--- config.mk ---
export PLATFORM = sky130hd
export DESIGN_NAME = divider_unit
export DESIGN_NICKNAME = d
export VERILOG_FILES = /design/src/rtl/riscv_pkg.sv /design/src/rtl/div_step.sv /design/src/rtl/divider_unit.sv
export SDC_FILE = /design/constraint.sdc
export NUM_CORES = 1
export LEC_CHECK = 0
export ABC_AREA = 1
export ABC_CLOCK_PERIOD_IN_PS = 4500
export CELL_PAD_IN_SITES_DETAIL_PLACEMENT = 2
export CELL_PAD_IN_SITES_GLOBAL_PLACEMENT = 2
export CORE_ASPECT_RATIO = 1.1
export CORE_MARGIN = 2
export CORE_UTILIZATION = 35
export CTS_CLUSTER_DIAMETER = 30
export DETAILED_ROUTE_END_ITERATION = 10
export PLACE_DENSITY_LB_ADDON = 0.08
export SYNTH_ARGS = -nofsm -noshare
export SYNTH_HDL_FRONTEND = slang
export SYNTH_SLANG_ARGS = --single-unit
--- constraint.sdc ---
create_clock -name clk -period 4.5 [get_ports clk]
set_clock_uncertainty 0.05 [all_clocks]
set_input_delay 0.675 -clock clk [delete_from_list [all_inputs] [get_ports clk]]
set_output_delay 0.675 -clock clk [all_outputs]
set_load 0.05 [all_outputs]
--- src/rtl/riscv_pkg.sv ---
// Shared RV32M divider definitions: op encodings, divider FSM state encoding
// and the funct3 -> divider op mapping used by the decoder.
package riscv_pkg;

  typedef enum logic [1:0] {
    DIV_OP_DIV  = 2'b00,
    DIV_OP_DIVU = 2'b01,
    DIV_OP_REM  = 2'b10,
    DIV_OP_REMU = 2'b11
  } div_op_e;

  typedef enum logic [1:0] {
    IDLE = 2'b00,
    CALC = 2'b01,
    FIX  = 2'b10,
    DONE = 2'b11
  } div_state_e;

  localparam logic [2:0] F3_DIV  = 3'b100;
  localparam logic [2:0] F3_DIVU = 3'b101;
  localparam logic [2:0] F3_REM  = 3'b110;
  localparam logic [2:0] F3_REMU = 3'b111;

  // The low two funct3 bits of the M-extension divide group line up with div_op_e.
  function automatic div_op_e funct3_to_div_op(input logic [2:0] f3);
    return div_op_e'(f3[1:0]);
  endfunction

endpackage

--- src/rtl/div_step.sv ---
// One restoring division step: shift the next dividend bit into the partial
// remainder and subtract the divisor when it fits.
module div_step #(
  parameter int WIDTH = 32
) (
  input  logic [WIDTH:0]   rem_in,
  input  logic             quo_msb,
  input  logic [WIDTH-1:0] divisor,
  output logic [WIDTH:0]   rem_out,
  output logic             q_bit
);

  always_comb begin
    q_bit   = ({rem_in, quo_msb} >= {2'b00, divisor});
    rem_out = q_bit ? (WIDTH+1)'({rem_in, quo_msb} - {2'b00, divisor})
                    : (WIDTH+1)'({rem_in, quo_msb});
  end

endmodule

--- src/rtl/divider_unit.sv ---
// Iterative restoring divider for DIV/DIVU/REM/REMU: one quotient bit per clock,
// with a sign-fix cycle and single-cycle handling of divide-by-zero and overflow.
module divider_unit
  import riscv_pkg::*;
#(
  parameter int WIDTH = 32
) (
  input  logic             clk,
  input  logic             rst_n,
  input  logic             start,
  input  logic [1:0]       op,
  input  logic [WIDTH-1:0] a,
  input  logic [WIDTH-1:0] b,
  output logic             busy,
  output logic             done,
  output logic [WIDTH-1:0] result,
  output div_state_e       dbg_state
);

  localparam int CW = $clog2(WIDTH + 1);
  localparam logic [WIDTH-1:0] MIN_NEG = {1'b1, {(WIDTH-1){1'b0}}};

  // Handshake: start is a request that is taken only in IDLE (busy=0); once taken,
  // a/b/op are ignored until done, a one-cycle pulse with result valid alongside it.
  div_state_e       state_q, state_d;
  div_op_e          op_q;
  logic [WIDTH-1:0] quo_q, div_q, result_q;
  logic [WIDTH:0]   rem_q;
  logic             a_neg_q, b_neg_q;
  logic [CW-1:0]    cnt_q;

  logic             is_signed, a_neg, b_neg, div_zero, overflow, special;
  logic [WIDTH-1:0] a_mag, b_mag, special_res, fix_res;
  logic [WIDTH:0]   step_rem;
  logic             step_bit;

  div_step #(.WIDTH(WIDTH)) u_step (
    .rem_in  (rem_q),
    .quo_msb (quo_q[WIDTH-1]),
    .divisor (div_q),
    .rem_out (step_rem),
    .q_bit   (step_bit)
  );

  always_comb begin
    is_signed = ~op[0];
    a_neg     = is_signed & a[WIDTH-1];
    b_neg     = is_signed & b[WIDTH-1];
    a_mag     = a_neg ? -a : a;
    b_mag     = b_neg ? -b : b;
    div_zero  = (b == '0);
    overflow  = is_signed && (a == MIN_NEG) && (b == '1);
    special   = div_zero | overflow;
    if (div_zero) special_res = op[1] ? a : '1;
    else          special_res = op[1] ? '0 : a;
  end

  // Signed results are rebuilt from the unsigned magnitudes computed in CALC.
  always_comb begin
    fix_res = quo_q;
    case (op_q)
      DIV_OP_DIV:  fix_res = (a_neg_q ^ b_neg_q) ? -quo_q : quo_q;
      DIV_OP_DIVU: fix_res = quo_q;
      DIV_OP_REM:  fix_res = a_neg_q ? -rem_q[WIDTH-1:0] : rem_q[WIDTH-1:0];
      DIV_OP_REMU: fix_res = rem_q[WIDTH-1:0];
      default:     fix_res = quo_q;
    endcase
  end

  always_comb begin
    state_d = state_q;
    case (state_q)
      IDLE:    if (start) state_d = special ? DONE : CALC;
      CALC:    if (cnt_q == '0) state_d = FIX;
      FIX:     state_d = DONE;
      DONE:    state_d = IDLE;
      default: state_d = IDLE;
    endcase
  end

  always_ff @(posedge clk or negedge rst_n) begin
    if (!rst_n) begin
      state_q  <= IDLE;
      op_q     <= DIV_OP_DIV;
      quo_q    <= '0;
      div_q    <= '0;
      rem_q    <= '0;
      a_neg_q  <= 1'b0;
      b_neg_q  <= 1'b0;
      cnt_q    <= '0;
      result_q <= '0;
    end else begin
      state_q <= state_d;
      case (state_q)
        IDLE: if (start) begin
          op_q    <= div_op_e'(op);
          quo_q   <= a_mag;
          div_q   <= b_mag;
          rem_q   <= '0;
          a_neg_q <= a_neg;
          b_neg_q <= b_neg;
          cnt_q   <= CW'(WIDTH);
          if (special) result_q <= special_res;
        end
        CALC: if (cnt_q != '0) begin
          rem_q <= step_rem;
          quo_q <= {quo_q[WIDTH-2:0], step_bit};
          cnt_q <= cnt_q - 1'b1;
        end
        FIX:     result_q <= fix_res;
        default: ;
      endcase
    end
  end

  assign busy      = (state_q != IDLE);
  assign done      = (state_q == DONE);
  assign result    = result_q;
  assign dbg_state = state_q;

endmodule

Word level (Yosys, flattened, before mapping)
Cells that the tools add are included.

word-level totals
  register bits = 141
  bits of input ports = 69
  output and inout bits = 36
  logic and storage cells = 72

operators by class
  add/sub/neg operators = 6
  magnitude comparators = 1
  eq/ne operators = 12
  muxes and demuxes = 25
  bitwise logic cells = 5
  reduce and logical (&&, ||, !) cells = 14

operators by type and width
  kind                  count
  $mux 32               11
  $neg 32->32           4
  $pmux 32 s2           2
  $pmux 32 s4           1
  $mux 33               3
  $pmux 33 s2           1
  $eq 32x32->1 const B  2
  $ge 34x32->1          1
  $sub 33x32->33        1
  $logic_not 32->1      1
  $mux 6                2
  $pmux 6 s2            1
  $eq 2x2->1 const B    4
  $ne 2x2->1 const B    4
  $pmux 2 s4            1
  $logic_not 6->1       1
  $mux 2                3
  $reduce_and 3->1      2
  $reduce_bool 2->1     3
  $reduce_bool 6->1     1
  $sub 6x1->6 const B   1
  $eq 2x1->1 const B    2
  $logic_not 2->1       2
  $reduce_and 2->1      2
  other kinds (5)       7

Depth between registers and ports, before layout
Gate-level depths: netlist of the first run.

  depth in word-level cells = 7
  depth in mapped cells = 16
  depth with buffers taken out = 16

Modules after synthesis
A second synthesis of the first run with hierarchy kept.

unflattened totals
  cell total of the unflattened synthesis = 2384
  area, all modules = 14004.7 um^2

by module, submodules not included
  module        times used  cells each  area an instance (um^2)  sequential area each (um^2)
  divider_unit  1           1687        10726.5                  3528.4
  div_step      1           697         3278.1                   0.0

Least setup slack after synthesis of the first run
OpenSTA, ideal clock, no wires.

  kind = reg-to-reg
  from = register state_q[0] (netlist: dbg_state[0])
  to = register quo_q[21]
  library setup time = 0.078 ns
  data arrival time = 2.433 ns
  required time = 4.372 ns
  slack = 1.939 ns
  stages on the path, launching flop included = 11
  buffers on the path = 2
  period minus slack after synthesis = 2.561 ns
  cells stage by stage = dfrtp_1 inv_1 ha_1 inv_1 nor2_2 nor2_1 buf_2 inv_2 buf_2 o22ai_1 o21bai_1

on the way
  longest elaborated chain between the ends = 3
  elaborated cells on any way between the ends = 7
  those cells by class = eq/ne (3); mux (1); reduce/logical (3)

RTL lines
  element                                                                  RTL line             RTL
  from (decl)                                                              divider_unit.sv:25   div_state_e state_q, state_d;
  from (signal assigned)                                                   divider_unit.sv:93   state_q <= state_d;
  $eq 2x1->1 / $logic_not 2->1 (equally long branches)                     divider_unit.sv:94   case (state_q)
  $ne 2x2->1 (no source line) / $reduce_bool 2->1 (equally long branches)  n/a
  $reduce_and 3->1 (no source line)                                        n/a
  to (signal assigned)                                                     divider_unit.sv:97   quo_q <= a_mag;
  to (signal assigned)                                                     divider_unit.sv:107  quo_q <= {quo_q[WIDTH-2:0], step_bit};
  to (decl)                                                                divider_unit.sv:27   logic [WIDTH-1:0] quo_q, div_q, result_q;

Several ways; a longest one is shown, not always the timed one.
A chain may end at the register's enable or synchronous reset.

Worst setup path in the final report of the first run
  from = register rem_q[15]
  to = register rem_q[11]

on the way
  longest elaborated chain between the ends = 4

RTL lines
  element                 RTL line             RTL
  from (decl)             divider_unit.sv:28   logic [WIDTH:0] rem_q;
  from (signal assigned)  divider_unit.sv:106  rem_q <= step_rem;
  $ge 34x32->1            div_step.sv:14       q_bit = ({rem_in, quo_msb} >= {2'b00, divisor});
  $mux 33                 div_step.sv:15       rem_out = q_bit ? (WIDTH+1)'({rem_in, quo_msb} - {2'b00, divisor})
  $mux 33                 divider_unit.sv:105  CALC: if (cnt_q != '0) begin
  $pmux 33 s2             divider_unit.sv:94

No other way between the ends. The select of a mux whose other input is x is not followed.

==> results of run 1 <==
==> area by class of cell <==
cell class	count	area (sq um)	area share, %
clock buffer	19	452.9	2.875
clock inverter	13	137.6	0.8735
inverter	280	1051	6.670
multi-input combinational	1789	8770	55.66
sequential	141	3528	22.39
tap	507	634.4	4.026
timing repair buffer	121	1182	7.504
==> sequential cells by signal, summed over array words and instances (netlist names) <==
signal,count
rem_q,33
div_q,32
quo_q,32
result,32
cnt_q,6
dbg_state,2
op_q,2
a_neg_q,1
b_neg_q,1
==> through the flow <==
| stage | setup WS, ns | instances | power [mW] | utilization [%] |
|---|---|---|---|---|
| after CTS | 1.339 | 2870 | 13.39 | 40.51 |
| after global placement | 1.206 | 2838 | 11.33 | 38.99 |
| final | 1.319 | 2870 | 13.36 | 40.51 |
| after detailed placement | 1.109 | 2838 | 11.78 | 38.99 |
| after floorplan | 1.939 | 2284 | 8.652 | - |
| after global routing | 1.089 | 2870 | 14.55 | 40.51 |
==> kinds of logic after synthesis <==
kind of cell / share of synthesized area [%]
and+or+nand+nor: 42.89
xor gates and xnor gates: 3.193
AOI/OAI and AO/OA: 13.61
DFF: 25.73
adders and majority gates: 4.160
buffers and inverters: 10.42
==> how the worst min path moves through the flow <==
stage	start	slack (ns)	endpoint	depth (start not counted)
floorplan	rst_n	0.33	a_neg_q	0
global placement	rem_q[32]	0.41	rem_q[32]	2
detailed placement	rem_q[32]	0.42	rem_q[32]	2
CTS	rst_n	0.29	result[26]	1
global route	rst_n	0.33	result[28]	1
finish	rst_n	0.26	result[28]	1
==> critical path: cells and delay by family (launching register included) <==
kind | cells | cell delay (ns)
buffers and inverters | 2 | 0.43
and+or+nand+nor | 9 | 1.53
AOI/OAI and AO/OA | 1 | 0.09
DFF | 1 | 0.50
adders and majority gates | 1 | 0.43
==> metal layers <==
| metal | share of wire (%) | vias up | track usage, % |
|---|---|---|---|
| li1 | - | 7528 | - |
| met1 | 42 | 7939 | 36.42 |
| met2 | 52 | 248 | 57.87 |
| met3 | 2.3 | 85 | 2.586 |
| met4 | 3.3 | 0 | 11.63 |
| met5 | 0 | - | 0 |
==> synthesized netlist by cell type, types with 8 or more instances <==
cell type	number
nand3_1	286
nand3b_1	16
clkbuf_1	41
nor2_1	232
nor2_2	14
buf_2	14
xnor2_1	25
o21bai_1	13
xor2_1	25
a21oi_1	76
o221ai_1	14
nor3_1	11
buf_6	8
nand2_1	718
o21ai_1	16
o21ai_0	176
dfrtp_1	141
nand2_2	8
inv_1	271
o21ai_2	8
o22ai_1	12
nand4_1	39
nor2_4	8
ha_1	44
==> power by group through the flow <==
stage | Clock, mW | Combinational, mW | Sequential (mW)
finish | 1.50 | 9.36 | 2.50
global route | 1.57 | 10.4 | 2.59
CTS | 1.52 | 9.38 | 2.49
detailed placement | 0 | 9.27 | 2.51
global placement | 0 | 8.86 | 2.47
floorplan | 0 | 5.88 | 2.77
==> results.cfg, run 1 <==
[power_and_ir_drop]
clkPwrFrac_pct = 11.2
leakage_nw = 7.725
p_comb_share_pct = 70.1
p_sw_mw = 7.853
p_int_mw = 5.510
power.density_nw_per_um2 = 848.1
ir_drop_uv = 465.7
seqPwrFrac_pct = 18.7
swShare_pct = 58.77

[sta]
rsz0062_at_grt = no
period_share_pct = 70.69
relSlewSlack_pct = 38.24
finalCriticalPeriod_ns = 3.181
tightest_slew_ns = 0.9264
clock.fmax_mhz = 314.4
fin_tns_setup_ns = 0
final-setup-viol-count = 0
hold_viol_final = 0
hold_ws_ns = 0.2611
maxSlewViolCount = 0

[die]
start_util_pct = 35.26
fp.dieW_um = 192.7
coreArea_sq_um = 38890
io_pins = 105
dieArea_sq_um = 40780
core.rowCount = 76
fp.dieH_um = 211.6

[synth]
syn_area_per_cell_sq_um = 6.005
synth_enable_flop_cells = 0
synthCells = 2284
synthesis.nets = 2398
ys_seq_area_share_pct = 25.73
yosys.cell_types.count = 49
ys_ff_latch = 141
synth_area_sq_um = 13710
ys_async_sr_fraction_pct = 100.0
synth_top_area_share_pct = 25.73
synth_top_area_cell = dfrtp_1
synth_flop_cell = dfrtp_1
yosys_warnings = 0
yosys-top-cells-area = dfrtp_1 26%, nand2_1 20%, nand3_1 10%

[place]
dp_hpwl_um = 49980
dpl_cell_area_sq_um = 15170
routabilityCongestion = 0.9168
io_buffer_count = 104

[global_routing]
antenna_found_initial = 0
grt_first_pass_wirelength_um = 96980
grt_pass1_vias = 17289
grt_overflow = 0
grtUsageTotal_pct = 31.00
grt_max_degree = 87

[worst_setup_path]
startpoint_type = flop
slowest_stage = dfrtp_1
critPathKind = flop to flop
critical_path_required_ns = 4.79
cp.arrival_ns = 3.47
cp_cell_sequence = ha_1, nand2_1, nor2_1, nand2_1, nand2_1, inv_1, nand2_1, nand2_2, nand2_4, buf_4, nand2_1, nand3_1, o21ai_0
reg2reg_from = rem_q[15]
crit_top_cell = nand2_1
worst-r2r-setup-slack_ns = 1.32
cp-startpoint = rem_q[15]
reg2reg_to = rem_q[11]
crit_fanout = 32
worst_path_largest_cell_delay_ns = 0.50
rr_worst_depth = 13
endpoint = rem_q[11]
worstSetupEndpointType = flop

[cts]
clockRootBuffer = clkbuf_16
holdBufCountCts = 0
h-tree-depth = 4
ctsResizeCount = 0
tritoncts.num_buffers = 17
cts_sinks = 141
postCtsSetupRepairBufs = 0
clockBufferDepth = 2
path_clk_slew_ns = 0.07
cts_tree = done
worstSkewPairLatency_ns = 0.47

[detailed_routing]
wire_per_inst_um = 21.71
detail_route.iter0.violations = 667
via_per_inst = 5.505
drt-pass1-iter-count = 5
wl_um = 62300
antenna_left = 0
drc = 0
vias = 15800

[final_layout]
layout-drive-gt1-share_pct = 4.951
nFillCells = 4915
n_antenna_cell = 0
area_growth_pct = 14.89
final_cell_mix = 718 x nand2_1, 286 x nand3_1, 271 x inv_1
postLayoutCellArea_sq_um = 15760
layout_commonest_cell = nand2_1
layout.nets = 2464

[hold_path]
hp-class = primary input to async pin

[run]
cap_viol_max_count = 0

[status]
status = completed
Power figures use the tool's default switching activity.
==> run 2: changes to the inputs <==
--- a/config.mk
+++ b/config.mk
@@ -6,12 +6,12 @@
 export NUM_CORES = 1
 export LEC_CHECK = 0
 export ABC_AREA = 1
-export ABC_CLOCK_PERIOD_IN_PS = 4500
+export ABC_CLOCK_PERIOD_IN_PS = 3100
 export CELL_PAD_IN_SITES_DETAIL_PLACEMENT = 2
 export CELL_PAD_IN_SITES_GLOBAL_PLACEMENT = 2
 export CORE_ASPECT_RATIO = 1.1
 export CORE_MARGIN = 2
-export CORE_UTILIZATION = 35
+export CORE_UTILIZATION = 32
 export CTS_CLUSTER_DIAMETER = 30
 export DETAILED_ROUTE_END_ITERATION = 10
 export PLACE_DENSITY_LB_ADDON = 0.08
==> constraint.sdc (replaced) <==
create_clock -name clk -period 3.1 [get_ports clk]
set_clock_uncertainty 0.05 [all_clocks]
set_input_delay 0.465 -clock clk [delete_from_list [all_inputs] [get_ports clk]]
set_output_delay 0.465 -clock clk [all_outputs]
set_load 0.05 [all_outputs]
==> results.cfg, run 2 (synthesized netlist as in run 1, its figures left out) <==
[power_and_ir_drop]
seqPwrFrac_pct = 17.9
power.density_nw_per_um2 = 1210
p_int_mw = 8.414
ir_drop_uv = 502.3
clkPwrFrac_pct = 11.4
leakage_nw = 8.023
p_sw_mw = 11.38
p_comb_share_pct = 70.7
swShare_pct = 57.50

[sta]
period_share_pct = 88.66
maxSlewViolCount = 0
final-setup-viol-count = 0
clock.fmax_mhz = 363.9
hold_viol_final = 0
relSlewSlack_pct = 43.41
finalCriticalPeriod_ns = 2.748
fin_tns_setup_ns = 0
tightest_slew_ns = 0.8437
rsz0062_at_grt = no

[cts]
tritoncts.num_buffers = 17
h-tree-depth = 4
path_clk_slew_ns = 0.07
clockBufferDepth = 2
cts_sinks = 141
clockRootBuffer = clkbuf_16
cts_tree = done
worstSkewPairLatency_ns = 0.47

[die]
core.rowCount = 79
io_pins = 105
start_util_pct = 32.42
fp.dieW_um = 201.4
dieArea_sq_um = 44530
coreArea_sq_um = 42310
fp.dieH_um = 221.1

[worst_setup_path]
startpoint_type = flop
slowest_stage = fa_1
rr_worst_depth = 13
worstSetupEndpointType = flop
reg2reg_from = quo_q[31]
crit_fanout = 25
reg2reg_to = rem_q[0]
cp.arrival_ns = 3.04
worst_path_largest_cell_delay_ns = 0.44
cp_cell_sequence = inv_1, ha_1, inv_1, fa_1, nand4_1, nand3_2, nand2_1, nand2_1, nand2_2, buf_4, nand3_1, nand3_1, o21ai_1
crit_family = simple AND/OR/NAND/NOR gates
cp_num_buf_inv = 3
worst-r2r-setup-slack_ns = 0.35
critical_path_required_ns = 3.39
critPathKind = flop to flop
cp-startpoint = quo_q[31]

[final_layout]
largest_register = rem_q
final_cell_mix = 718 x nand2_1, 286 x nand3_1, 271 x inv_1
layout-drive-gt1-share_pct = 7.143
layout.nets = 2523
n_antenna_cell = 0
largest_reg_flops = 33
area_growth_pct = 19.27
postLayoutCellArea_sq_um = 16360
layoutNonFillerInstCount = 2989
layout_commonest_cell = nand2_1

[detailed_routing]
via_per_inst = 5.311
antenna_left = 0
drt-pass1-iter-count = 4
wl_um = 63140
drc = 0
detail_route.iter0.violations = 672
wire_per_inst_um = 21.12
vias = 15874

[run]
cap_viol_max_count = 0

[global_routing]
grt_first_pass_wirelength_um = 99710
grtUsageTotal_pct = 28.57
grt_max_degree = 63
antenna_found_initial = 0
grt_pass1_vias = 17471
grt_overflow = 0

[place]
routabilityCongestion = 0.8782
dp_cells = 2956
dpl_cell_area_sq_um = 15740
io_buffer_count = 104
dp_hpwl_um = 51370

[hold_path]
hp-class = primary input to async pin

[status]
status = completed
[run 2: cell types whose count changed in the layout (fill, tap and decap cells not counted), moves of 2 or more]
| cell | before | now |
|---|---|---|
| buf_12 | 1 | 6 |
| buf_4 | 16 | 69 |
| clkbuf_1 | 0 | 2 |
| clkinv_2 | 4 | 0 |
| clkinvlp_4 | 3 | 6 |
[run 2: worst max-delay path by stage]
stage	cells after the start	slack [ns]	endpoint
2_1_floorplan	10	0.54	quo_q[21]
3_3_place_gp	14	0.20	quo_q[20]
3_5_place_dp	14	0.1	quo_q[20]
4_1_cts	13	0.30	rem_q[4]
5_1_grt	13	0.12	rem_q[10]
6_report	13	0.35	rem_q[0]
[run 2: power by group through the flow]
stage	sequential (mW)	combinational [mW]	clock (mW)
final	3.54	14.0	2.26
after global routing	3.67	15.6	2.38
after CTS	3.54	14.1	2.30
after detailed placement	3.56	14.0	0
after global placement	3.51	13.4	0
after floorplan	4.02	8.54	0
[run 2: final cells by class]
class	count	area, sq um
Clock buffer	20	446.7
Clock inverter	12	161.4
Fill cell	5377	25950
Inverter	280	1051
Multi-Input combinational cell	1789	8770
Sequential cell	141	3528
Tap cell	567	709.4
Timing Repair Buffer	180	1690
[run 2: stage by stage]
stage	power [mW]	utilization (%)	worst slack [ns]	hold slack, ns
final	19.80	38.66	0.3517	0.4376
after global routing	21.66	38.66	0.1198	0.4638
after CTS	19.94	38.66	0.2963	0.4323
after detailed placement	17.53	37.20	0.09911	0.3671
after global placement	16.95	37.20	0.1977	0.3637
after floorplan	12.56	-	0.5394	0.1194
[run 2: metal layers]
| metal | wire length, um | up-vias | GRT usage, % |
|---|---|---|---|
| met1 | 26650 | 7922 | 33.47 |
| met4 | 2030 | 0 | 10.22 |
| met5 | 0 | - | 0 |
| li1 | - | 7658 | - |
| met2 | 32900 | 216 | 53.29 |
| met3 | 1563 | 78 | 3.240 |
[run 2: worst register-to-register path: cells and delay by family (launching register included)]
family          cells  cell delay (ns)
compound gates      1             0.08
fa+ha+maj           2             0.70
buf+inv             3             0.61
flops               1             0.38
simple gates        7             0.81
[run 2: what timing repair did]
item,in CTS,in global routing
endpoints found under the setup margin,0,0
buffers inserted,0,0
endpoints found under the hold margin,38,0
hold buffers,1,0
gates resized for setup,0,0
==> run 3: changes to the inputs <==
--- a/config.mk
+++ b/config.mk
@@ -14,6 +14,7 @@
 export CORE_UTILIZATION = 32
 export CTS_CLUSTER_DIAMETER = 30
 export DETAILED_ROUTE_END_ITERATION = 10
+export MAX_ROUTING_LAYER = met4
 export PLACE_DENSITY_LB_ADDON = 0.08
 export SYNTH_ARGS = -nofsm -noshare
 export SYNTH_HDL_FRONTEND = slang
==> results.cfg, run 3 (synthesized netlist as in run 1, its figures left out) <==
[cts]
cts_tree = done
clockRootBuffer = clkbuf_16
clockBufferDepth = 2
worstSkewPairLatency_ns = 0.46
tritoncts.num_buffers = 17
h-tree-depth = 4
cts_sinks = 141
path_clk_slew_ns = 0.07
ctsResizeCount = 0

[final_layout]
largest_reg_flops = 33
layout-drive-gt1-share_pct = 7.143
nFillCells = 5389
layout.nets = 2523
largest_register = rem_q
final_cell_mix = 718 x nand2_1, 286 x nand3_1, 271 x inv_1
area_growth_pct = 19.29
layout_commonest_cell = nand2_1

[worst_setup_path]
rr_worst_depth = 13
crit_fanout = 25
worst-r2r-setup-slack_ns = 0.27
reg2reg_to = rem_q[6]
reg2reg_from = quo_q[31]
critPathKind = flop to flop
startpoint_type = flop
worstSetupEndpointType = flop
cp.arrival_ns = 3.11
critical_path_required_ns = 3.38

[sta]
finalCriticalPeriod_ns = 2.826
hold_viol_final = 0
final-setup-viol-count = 0
relSlewSlack_pct = 45.20
setup_slack_ns = 0.2737
clock.fmax_mhz = 353.8
rsz0062_at_grt = no
tightest_slew_ns = 0.8170
period_share_pct = 91.17
fin_tns_setup_ns = 0
maxSlewViolCount = 0

[power_and_ir_drop]
swShare_pct = 57.83
p_comb_share_pct = 71.2
clkPwrFrac_pct = 11.0
p_int_mw = 8.365
leakage_nw = 8.036
seqPwrFrac_pct = 17.8
ir_drop_uv = 495.4
power.density_nw_per_um2 = 1212
p_sw_mw = 11.47

[place]
place_ws_ns = 0.1242
io_buffer_count = 104
routabilityCongestion = 0.8961
dp_hpwl_um = 51970

[hold_path]
hp-class = flop to flop
holdPathStages = 2
hp-start = result[23]
hold-path-endpoint = result[23]

[detailed_routing]
drt-pass1-iter-count = 4
drc = 0
wl_um = 63530
via_per_inst = 5.342
wire_per_inst_um = 21.25
antenna_left = 0
vias = 15973
detail_route.iter0.violations = 669

[die]
dieArea_sq_um = 44530
coreArea_sq_um = 42310
core.rowCount = 79
start_util_pct = 32.42
fp.dieW_um = 201.4
io_pins = 105
fp.dieH_um = 221.1

[global_routing]
grt_overflow = 0
grt_first_pass_wirelength_um = 99480
grt_max_degree = 64
grtUsageTotal_pct = 29.50
grt_pass1_vias = 17581
antenna_found_initial = 2

[run]
cap_viol_max_count = 0

[status]
status = completed
run 3: worst max-delay path by stage:
stage	from	end	slack, ns	depth (start not counted)
after global routing	quo_q[31]	rem_q[6]	0.12	13
after detailed placement	a[0]	quo_q[20]	0.12	14
final	quo_q[31]	rem_q[6]	0.27	13
after CTS	quo_q[31]	rem_q[6]	0.24	13
after floorplan	dbg_state[0]	quo_q[21]	0.54	10
after global placement	a[0]	quo_q[20]	0.26	14
run 3: through the flow:
step	hold slack (ns)	util, %	area (sq um)	cells	total power [mW]
after floorplan	0.1194	-	13710	2284	12.56
after global placement	0.4115	37.26	15760	2956	16.98
after detailed placement	0.4237	37.26	15760	2956	17.63
after CTS	0.4405	38.66	16360	2989	19.96
after global routing	0.4675	38.67	16360	2990	21.61
final	0.4356	38.67	16360	2990	19.83
run 3: layout make-up:
class	count	area [sq um]	area share, %
Clock buffer	20	446.7	2.730
Timing Repair Buffer	180	1715	10.49
Antenna cell	1	2.502	0.01530
Sequential cell	141	3528	21.57
Multi-Input combinational cell	1789	8770	53.61
Inverter	280	1051	6.425
Clock inverter	12	136.4	0.8337
Tap cell	567	709.4	4.337
run 3: worst max-delay path, cell delays in order (launching register included):
cell	delay (ns)
dfrtp_1	0.38
inv_1	0.23
ha_1	0.26
inv_1	0.09
fa_1	0.44
nand4_1	0.14
nand3_2	0.13
nand2_1	0.11
nand2_1	0.09
nand2_2	0.09
buf_4	0.30
nand3_1	0.14
nand3_1	0.12
o21ai_0	0.10
run 3: power by group through the flow:
| stage | logic, mW | registers [mW] | clock network, mW |
|---|---|---|---|
| after detailed placement | 14.1 | 3.55 | 0 |
| after global placement | 13.5 | 3.50 | 0 |
| after global routing | 15.7 | 3.65 | 2.28 |
| after CTS | 14.2 | 3.53 | 2.22 |
| final | 14.1 | 3.54 | 2.17 |
| after floorplan | 8.54 | 4.02 | 0 |
run 3: timing repair:
item / CTS / global route
hold buffers: 1 / 0
endpoints found under the setup margin: 0 / 0
endpoints found under the hold margin: 51 / 0
buffers inserted: 0 / 0
run 3: metal layers:
| layer | global-route usage (%) | vias to the layer above | wire, um |
|---|---|---|---|
| li1 | - | 7666 | - |
| met1 | 33.07 | 7928 | 26430 |
| met2 | 51.85 | 263 | 32200 |
| met3 | 4.168 | 116 | 1968 |
| met4 | 13.40 | 0 | 2930 |
| met5 | - | - | 0 |
